<file path="src/rtl/alu_exec_pkg.sv">
// Shared widths, opcode encodings and the writeback-opcode predicate for the
// execution pipe and its register file.
package alu_exec_pkg;
  localparam int DATA_W = 32;
  localparam int ADDR_W = 5;
  localparam int OPC_W  = 7;

  localparam logic [OPC_W-1:0] OPC_ADD = 7'h00;
  localparam logic [OPC_W-1:0] OPC_SUB = 7'h01;
  localparam logic [OPC_W-1:0] OPC_AND = 7'h02;
  localparam logic [OPC_W-1:0] OPC_OR  = 7'h03;
  localparam logic [OPC_W-1:0] OPC_XOR = 7'h04;
  localparam logic [OPC_W-1:0] OPC_SLL = 7'h05;
  localparam logic [OPC_W-1:0] OPC_SRL = 7'h06;
  localparam logic [OPC_W-1:0] OPC_SLT = 7'h07;
  localparam logic [OPC_W-1:0] OPC_SRA = 7'h08;

  // The ALU opcodes occupy a contiguous range starting at zero.
  function automatic logic is_wb_op(input logic [OPC_W-1:0] op);
    return op <= OPC_SRA;
  endfunction
endpackage

</file>
<file path="src/rtl/alu_regfile.sv">
// Register file: three combinational read ports (src1, src2, debug) with
// write-through from the single write port; r0 always reads zero.
module alu_regfile
  import alu_exec_pkg::*;
(
  input  logic                   clk,
  input  logic                   rst,
  input  logic [2:0][ADDR_W-1:0] raddr,
  output logic [2:0][DATA_W-1:0] rdata,
  input  logic                   we,
  input  logic [ADDR_W-1:0]      waddr,
  input  logic [DATA_W-1:0]      wdata
);
  localparam int NREG = 1 << ADDR_W;

  logic [DATA_W-1:0] regs [NREG];

  always_ff @(posedge clk) begin
    if (!rst) begin
      for (int i = 0; i < NREG; i++) regs[i] <= DATA_W'(i);
    end else if (we && waddr != '0) begin
      regs[waddr] <= wdata;
    end
  end

  generate
    for (genvar gi = 0; gi < 3; gi++) begin : g_rd
      // A write landing this cycle is forwarded so readers see the new value.
      assign rdata[gi] = (raddr[gi] == '0)                ? '0    :
                         (we && raddr[gi] == waddr)        ? wdata :
                                                             regs[raddr[gi]];
    end
  endgenerate
endmodule

</file>
<file path="src/rtl/alu_exec_pipe3.sv">
// Three-stage execute pipe (ID operand read, EX ALU, WB writeback) with a
// one-cycle RAW stall against the instruction currently in EX.
module alu_exec_pipe3
  import alu_exec_pkg::*;
(
  input  logic              clk,
  input  logic              rst,
  input  logic [OPC_W-1:0]  opcode,
  input  logic [ADDR_W-1:0] src1,
  input  logic [ADDR_W-1:0] src2,
  input  logic [ADDR_W-1:0] dest_addr,
  input  logic              valid,
  output logic              stall,
  output logic              wb_valid,
  output logic [ADDR_W-1:0] wb_addr,
  output logic [DATA_W-1:0] wb_data,
  input  logic [ADDR_W-1:0] dbg_raddr,
  output logic [DATA_W-1:0] dbg_rdata
);
  logic              idex_v, idex_we;
  logic [ADDR_W-1:0] idex_dest;
  logic [OPC_W-1:0]  idex_op;
  logic [DATA_W-1:0] idex_a, idex_b;
  logic              exwb_v;
  logic [ADDR_W-1:0] exwb_dest;
  logic [DATA_W-1:0] exwb_data;

  logic [2:0][ADDR_W-1:0] rf_raddr;
  logic [2:0][DATA_W-1:0] rf_rdata;
  logic [DATA_W-1:0]      alu_res;
  logic [4:0]             shamt;
  logic                   issue_we, accept;

  assign rf_raddr  = {dbg_raddr, src2, src1};
  assign dbg_rdata = rf_rdata[2];

  alu_regfile u_rf (
    .clk   (clk),
    .rst   (rst),
    .raddr (rf_raddr),
    .rdata (rf_rdata),
    .we    (exwb_v),
    .waddr (exwb_dest),
    .wdata (exwb_data)
  );

  // Only the EX stage can hold a result not yet visible through the RF bypass.
  assign stall = rst & valid & idex_v & idex_we &
                 ((src1 == idex_dest) | (src2 == idex_dest));

  assign accept   = valid & ~stall;
  assign issue_we = is_wb_op(opcode) && (dest_addr != '0);
  assign shamt    = idex_b[4:0];

  always_comb begin
    alu_res = '0;
    case (idex_op)
      OPC_ADD: alu_res = idex_a + idex_b;
      OPC_SUB: alu_res = idex_a - idex_b;
      OPC_AND: alu_res = idex_a & idex_b;
      OPC_OR:  alu_res = idex_a | idex_b;
      OPC_XOR: alu_res = idex_a ^ idex_b;
      OPC_SLL: alu_res = idex_a << shamt;
      OPC_SRL: alu_res = idex_a >> shamt;
      OPC_SLT: alu_res = DATA_W'($signed(idex_a) < $signed(idex_b));
      OPC_SRA: alu_res = $unsigned($signed(idex_a) >>> shamt);
      default: alu_res = '0;
    endcase
  end

  always_ff @(posedge clk) begin
    if (!rst) begin
      idex_v    <= 1'b0;
      idex_we   <= 1'b0;
      idex_dest <= '0;
      idex_op   <= '0;
      idex_a    <= '0;
      idex_b    <= '0;
      exwb_v    <= 1'b0;
      exwb_dest <= '0;
      exwb_data <= '0;
    end else begin
      idex_v    <= accept;
      idex_we   <= accept & issue_we;
      idex_dest <= dest_addr;
      idex_op   <= opcode;
      idex_a    <= rf_rdata[0];
      idex_b    <= rf_rdata[1];
      exwb_v    <= idex_v & idex_we;
      // Hold the last written result on bubbles so wb_addr/wb_data stay quiet.
      if (idex_v & idex_we) begin
        exwb_dest <= idex_dest;
        exwb_data <= alu_res;
      end
    end
  end

  assign wb_valid = exwb_v;
  assign wb_addr  = exwb_dest;
  assign wb_data  = exwb_data;
endmodule
</file>
<file path="config.mk">
export PLATFORM = sky130hd
export DESIGN_NAME = alu_exec_pipe3
export DESIGN_NICKNAME = d
export VERILOG_FILES = /design/src/rtl/alu_exec_pkg.sv /design/src/rtl/alu_regfile.sv /design/src/rtl/alu_exec_pipe3.sv
export SDC_FILE = /design/constraint.sdc
export NUM_CORES = 2
export LEC_CHECK = 0
export ABC_AREA = 0
export BUFFER_PORTS_ARGS = -buffer_cell sky130_fd_sc_hd__buf_2
export CAP_MARGIN = 20
export CORE_ASPECT_RATIO = 1.2
export CORE_MARGIN = 2
export CORE_UTILIZATION = 55
export CTS_BUF_LIST = sky130_fd_sc_hd__clkbuf_4 sky130_fd_sc_hd__clkbuf_8 sky130_fd_sc_hd__clkbuf_16
export DETAILED_ROUTE_END_ITERATION = 10
export PLACE_DENSITY = 0.67
export SETUP_SLACK_MARGIN = 0.02
export SKIP_LAST_GASP = 1
export SLEW_MARGIN = 25
export SYNTH_ARGS = -nofsm -noshare
export SYNTH_HDL_FRONTEND = slang
export SYNTH_SLANG_ARGS = --single-unit
</file>
<file path="constraint.sdc">
create_clock -name clk -period 5.5 [get_ports clk]
set_input_delay 0.275 -clock clk [delete_from_list [all_inputs] [get_ports clk]]
set_output_delay 0.275 -clock clk [all_outputs]
set_load 0.01 [all_outputs]
</file>
# Word-level counts from Yosys, hierarchy flattened

Memories as Yosys holds them, arrays and structs flattened. A register that Yosys moved wholly into a read port is not among the register bits.
Cells that the tools add are included.

Memories kept: 1
Output and inout bits: 71
Register bits after elaboration: 52
Input bits: 30
Memory bits (writable): 1,024

Equality and inequality tests: 11
Multiplexer cells: 10
Bitwise operators: 13
Reduce and logical (&&, ||, !) cells: 12
Shift operators: 3
Add/subtract/negate cells: 2
Order comparisons: 2

Memories:

| name      | depth | width | read ports | clocked after memory_dff | wr ports | RTL line          | text |
|---|---|---|---|---|---|---|---|
| u_rf.regs | 32    | 32    | 3          | 2                        | 32       | alu_regfile.sv:16 | `logic [DATA_W-1:0] regs [NREG];` |

Operators with widths:

| cell                                                                  | count |
|---|---|
| 32-bit case mux with 9 select lines                                   | 1 |
| 32-bit two-way mux                                                    | 3 |
| 32-bit adder                                                          | 1 |
| 32-bit bitwise AND                                                    | 1 |
| 32-bit < comparator                                                   | 1 |
| 32-bit bitwise OR                                                     | 1 |
| 32-bit OR reduction                                                   | 1 |
| 32-bit by 5-bit left shift with 32-bit output                         | 1 |
| 32-bit by 5-bit right shift with 32-bit output                        | 1 |
| 32-bit by 5-bit >>> shifter with 32-bit output                        | 1 |
| 32-bit subtractor                                                     | 1 |
| 32-bit bitwise XOR                                                    | 1 |
| 7-bit by 3-bit == test with 1-bit output, second input constant       | 4 |
| 5-bit == test                                                         | 3 |
| 5-bit zero test                                                       | 3 |
| 7-bit by 2-bit == test with 1-bit output, second input constant       | 2 |
| 5-bit nonzero test                                                    | 2 |
| 1-bit bitwise AND                                                     | 7 |
| 7-bit by 1-bit == test with 1-bit output, second input constant       | 1 |
| 7-bit by 4-bit == test with 1-bit output, second input constant       | 1 |
| 7-bit by 4-bit <= comparator with 1-bit output, second input constant | 1 |
| 7-bit zero test                                                       | 1 |
| 1-bit two-way mux                                                     | 5 |
| 5-bit two-way mux                                                     | 1 |
| 4 further kinds                                                       | 8 |

# Longest topological paths before layout

Depth after elaboration: 7
Mapped depth: 14
Mapped depth without buffers: 12

# Cells and area by module

Synthesis repeated with hierarchy kept, for this count alone.

Cell total of the unflattened synthesis: 6,207
Area total of the unflattened synthesis: 76,309.4 um^2

By module, submodules not included:

| module         | instances | area an instance (um^2) | cells each |
|---|---|---|---|
| alu_regfile    | 1         | 63,873.8                | 4,628 |
| alu_exec_pipe3 | 1         | 12,435.7                | 1,579 |

# Least setup slack after synthesis

Ideal clock, no wire load.

Path type: reg2reg
Start: register exwb_dest[0] (netlist: wb_addr[0])
End: memory u_rf.regs[16][0], enable pin
Required time: 5.034 ns
Setup time: 0.466 ns
Path slack: 1.345 ns
Stages on the path, launching flop included: 7
Arrival time: 3.689 ns
Path buffers: 2
Clock period less this slack: 4.155 ns
Cell sequence: dfxtp_1 clkbuf_1 nor2_1 a21oi_1 nand2_1 clkbuf_1 o21ai_0

RTL lines:

| item                   | RTL line             | text |
|---|---|---|
| start, declared        | alu_exec_pipe3.sv:25 | `logic [ADDR_W-1:0] exwb_dest;` |
| start signal, assigned | alu_exec_pipe3.sv:92 | `exwb_dest <= idex_dest;` |
| end, declared          | alu_regfile.sv:16    |  |

# Final worst setup path

Start: register exwb_dest[3] (netlist: wb_addr[3])
End: output dbg_rdata[27]

Word-level cells in the longest chain between the ends: 4

Ends and longest elaborated chain:

| item               | RTL line             | text |
|---|---|---|
| 5-bit == test      | alu_regfile.sv:30    | `(we && raddr[gi] == waddr) ? wdata :` |
| 1-bit logical AND  | alu_regfile.sv:30    |  |
| 32-bit two-way mux | alu_regfile.sv:30    |  |
| 32-bit two-way mux | alu_regfile.sv:29    | `assign rdata[gi] = (raddr[gi] == '0) ? '0 :` |
| end, declared      | alu_exec_pipe3.sv:18 | `output logic [DATA_W-1:0] dbg_rdata` |

Every way passes these cells.

==> results.md <==
Outcome:
- The flow ran to the end, and the final reports show no timing, DRC or antenna violations.

Power and ir drop:
- The analysis attributes to cell leakage a power of 0.0305 uW.
- The total power density per cell area is 272 mW/mm^2.
- Across the VDD grid, the largest voltage drop is 0.000296 V.

Clock tree:
- The clock tree from TritonCTS is built.
- Clock tree synthesis inserted a total of 118 buffers.
- The clock reaches the later pin of the worst-skew pair after 800 ps.
- After clock tree synthesis, the clock-pin slew on the worst setup and hold paths is 60 ps.
- The clock net sink count is 1140.
- After clock tree synthesis, the repair step resized 0 gates.
- The cell sitting at the root of the clock tree is a sky130_fd_sc_hd__clkbuf_16.
- The number of H-tree levels is 3.
- The clock passes through at most 3 buffers.

STA:
- The share of the cycle needed by the critical path after routing is 0.837.
- Derived from the worst setup path, the maximum achievable clock frequency is 217 MHz.
- The headroom to the max-slew limit is 0.230.
- The hold violation total from the final report is 0.
- The final worst setup slack is approximately 900 ps.
- After routing, the total negative slack on setup checks comes to 0 ps.
- The final critical delay including setup and external delays is 4600 ps.
- The worst setup skew after layout is roughly 43 ps.
- The final count of negative-setup-slack endpoints is 0.
- Setup repair after global routing left no endpoint under its margin.
- The count of pins over their slew limit was 0.
- The transition time at the pin with the least slew margin is 1150 ps.

Detailed routing:
- In the routed design, unresolved DRC markers number 0.
- After the first detailed-routing iteration, the DRC count stood at between 10000 and 15000.
- The aggregate routed wire length is ~330 mm.
- The average wire length per cell after detail routing is 40.0 um.
- The count of antenna-violating nets left after detailed routing is 0.
- The average vias per placed instance is 7.51.
- The number of optimization iterations in the first detailed-route pass is 8.
- The via count is 62300.

Yosys:
- The most used flip-flop cell after synthesis is sky130_fd_sc_hd__edfxtp_1.
- The share of the Yosys chip area taken by registers is 0.431.
- The number of warnings issued by yosys is 0.
- After synthesis, the most frequently instantiated cells are sky130_fd_sc_hd__edfxtp_1, sky130_fd_sc_hd__and2_1, sky130_fd_sc_hd__mux4_2.
- Dividing the synthesized area by the synthesized cell count gives 11.8 um^2.
- The netlist uses 94 different library cells.
- Of the post-synthesis cell area, the dominant cell type holds 0.401.
- The gate count after technology mapping is 6477.
- The cell area that synthesis handed to floorplanning was 0.0767 mm^2.
- The biggest area contributor in the post-synthesis netlist is sky130_fd_sc_hd__edfxtp_1.
- Synthesis inferred ~1100 register bits.
- Yosys attributes the largest share of cell area to sky130_fd_sc_hd__edfxtp_1, sky130_fd_sc_hd__mux4_2, sky130_fd_sc_hd__and2_1, sky130_fd_sc_hd__mux2i_1, sky130_fd_sc_hd__dfxtp_1.
- The most common cell in the netlist is sky130_fd_sc_hd__edfxtp_1.
- Counting flops with a built-in enable in the synthesized netlist gives 1024.
- After synthesis, the share of flip-flops with an asynchronous set or reset is 0.

Worst setup path:
- On the worst path, the slowest cell contributes a delay of around 770 ps.
- The capture instance of the worst register-to-register path is wb_data[25].
- The launching element type of the critical path is a register.
- The data arrival time of the critical path is between 4000 and 5000 ps.
- STA puts the critical path data required time at 5220 ps.
- The worst register-to-register path has a depth of 12.
- The critical path is of the reg -> out type.
- The startpoint identified for the worst register-to-register timing path is idex_a[12].
- The nature of the critical path endpoint is an output pin.
- For this design, the slowest cell found on the critical path is sky130_fd_sc_hd__a211oi_1.
- The setup check on the worst reg-to-reg path leaves a slack of 980 ps.
- Along the worst path, the maximum fanout reaches 34.
- Traced cell by cell, the critical path runs through xor2_1, nor4_1, nand3_4, buf_4, a211oi_1, buf_2.

GRT:
- The global-route wire length before repair is approximately 460 mm.
- The largest net degree at the start of global routing is 87.
- The initial antenna violation count is 34.
- For this run, the total global-route usage over all layers was measured as 0.464.
- The overall overflow remaining after global route is 0.
- The number of global-route vias before repair is 59800.

Layout:
- The share of final-layout standard cells stronger than drive strength 1 is 0.222.
- The total number of nets in the final design is between 6000 and 7000.
- From synthesis to final layout, the design area changed by 10.3%.

Hold path:
- The worst hold path terminates at idex_a[31].
- The start point of the worst min-delay path is src1[3].
- Counting instances, the worst hold path has a depth of 3.
- The type of the worst min-delay path is in -> reg.

Floorplanning:
- In this run the count of I/O pins placed on the die edge is approximately 100.
- The floorplan die width is 345 um.
- The initialized floorplan defines 150 standard-cell rows.
- The region available for standard cell placement spans 0.139 mm^2.
- The y dimension of the die is slightly above 400 um.
- The effective utilization at floorplan is 0.552.
- The die footprint is 0.142 mm^2.

Placement:
- The number of port buffers is 100.
- Detailed placement finished with a half-perimeter wire length of 212 mm.
- The final estimated routing congestion in global placement is 1.05.
- The worst setup slack before clock tree synthesis is approximately 1300 ps.

Run:
- The max-cap check violation count is 0.
-- critical path: cells and delay by family (launching register included) --
kind,cells,cell delay [ps]
AOI/OAI and AO/OA,1,770
and+or+nand+nor,2,1130
buffers and inverters,2,790
DFF,1,680
xor gates and xnor gates,1,140
-- sequential cells by signal (all words and copies together), names as in the netlist --
signal     count
idex_a        32
idex_b        32
idex_dest      5
idex_op        7
idex_v         1
idex_we        1
u_rf.regs   1024
wb_addr        5
wb_data       32
wb_valid       1
-- cell type report --
| class | count | area, um^2 |
|---|---|---|
| inverters | 128 | 482 |
| flip-flops and latches | 1140 | 33100 |
| repair buffers | 394 | 3440 |
| clock buffers | 149 | 3230 |
| diodes | 26 | 65.1 |
| clock inverters | 67 | 731 |
| well taps | 1824 | 2280 |
| fillers | 11000 | 54300 |
| multi-input cells | 4570 | 41300 |
-- where the power goes --
part | switching, uW | total (uW) | internal (uW)
clock network | 3670 | 8420 | 4760
logic | 2870 | 4520 | 1650
registers | 327 | 10100 | 9720
total | 6860 | 23000 | 16100
-- worst max-delay path by stage --
stage,start,endpoint,slack (ps),cells past startpoint
floorplan,wb_addr[0],u_rf.regs[16][0],1350,6
global placement,idex_b[0],wb_data[30],1360,11
detailed placement,idex_b[0],wb_data[30],1310,11
CTS,wb_addr[3],dbg_rdata[27],1020,6
global route,wb_addr[3],dbg_rdata[27],860,6
finish,wb_addr[3],dbg_rdata[27],900,6
-- layer usage --
metal | wire, um | global-route usage | vias up
li1 | - | - | 24700
met1 | 107000 | 0.546 | 30800
met2 | 149000 | 0.702 | 5378
met3 | 44000 | 0.143 | 1497
met4 | 31400 | 0.376 | 32
met5 | 209 | 0 | -
-- metrics by stage --
step                std cells   util  total power, uW  instance area (um^2)  hold WS (ps)
detailed placement       8023  0.577            14500                 80200           466
CTS                      8266  0.608            22800                 84400          13.8
global placement         8018  0.576            14500                 80000           459
global route             8273  0.609            23400                 84500          81.2
finish                   8298  0.609            23000                 84600          73.7
floorplan                6508      -            12800                 76800           402
-- placed cells by master (no fill, tap or decap), types with 27 or more instances in the layout --
cell type / instances
sky130_fd_sc_hd__a211oi_1: 78
sky130_fd_sc_hd__a21oi_1: 346
sky130_fd_sc_hd__a221oi_1: 145
sky130_fd_sc_hd__a22oi_1: 140
sky130_fd_sc_hd__and2_1: 934
sky130_fd_sc_hd__buf_12: 34
sky130_fd_sc_hd__buf_2: 84
sky130_fd_sc_hd__buf_4: 230
sky130_fd_sc_hd__clkbuf_16: 119
sky130_fd_sc_hd__clkbuf_4: 27
sky130_fd_sc_hd__conb_1: 32
sky130_fd_sc_hd__dfxtp_1: 108
sky130_fd_sc_hd__dlygate4sd3_1: 27
sky130_fd_sc_hd__edfxtp_1: 1024
sky130_fd_sc_hd__ha_1: 97
sky130_fd_sc_hd__inv_1: 122
sky130_fd_sc_hd__mux2_2: 135
sky130_fd_sc_hd__mux2i_1: 510
sky130_fd_sc_hd__mux4_2: 601
sky130_fd_sc_hd__nand2_1: 170
sky130_fd_sc_hd__nand3_1: 28
sky130_fd_sc_hd__nor2_1: 365
sky130_fd_sc_hd__nor2_4: 32
sky130_fd_sc_hd__nor2b_1: 31
sky130_fd_sc_hd__nor3_1: 36
sky130_fd_sc_hd__o211ai_1: 120
sky130_fd_sc_hd__o21ai_0: 332
sky130_fd_sc_hd__o21ai_4: 29
sky130_fd_sc_hd__or3_1: 82
-- cell families after synthesis --
logic type                 synth area share
AOI/OAI and AO/OA                     0.114
muxes                                 0.265
buffers and inverters                0.0414
adders and majority gates            0.0163
and+or+nand+nor                       0.128
xor gates and xnor gates            0.00400
DFF                                   0.431
other                             0.0000489
-- repair_timing --
action | in CTS | in global routing
endpoints found under the hold margin | 17 | 0
setup buffers | 0 | 0
hold buffers | 27 | 0
Note: power is estimated with default switching activity, not from simulation.
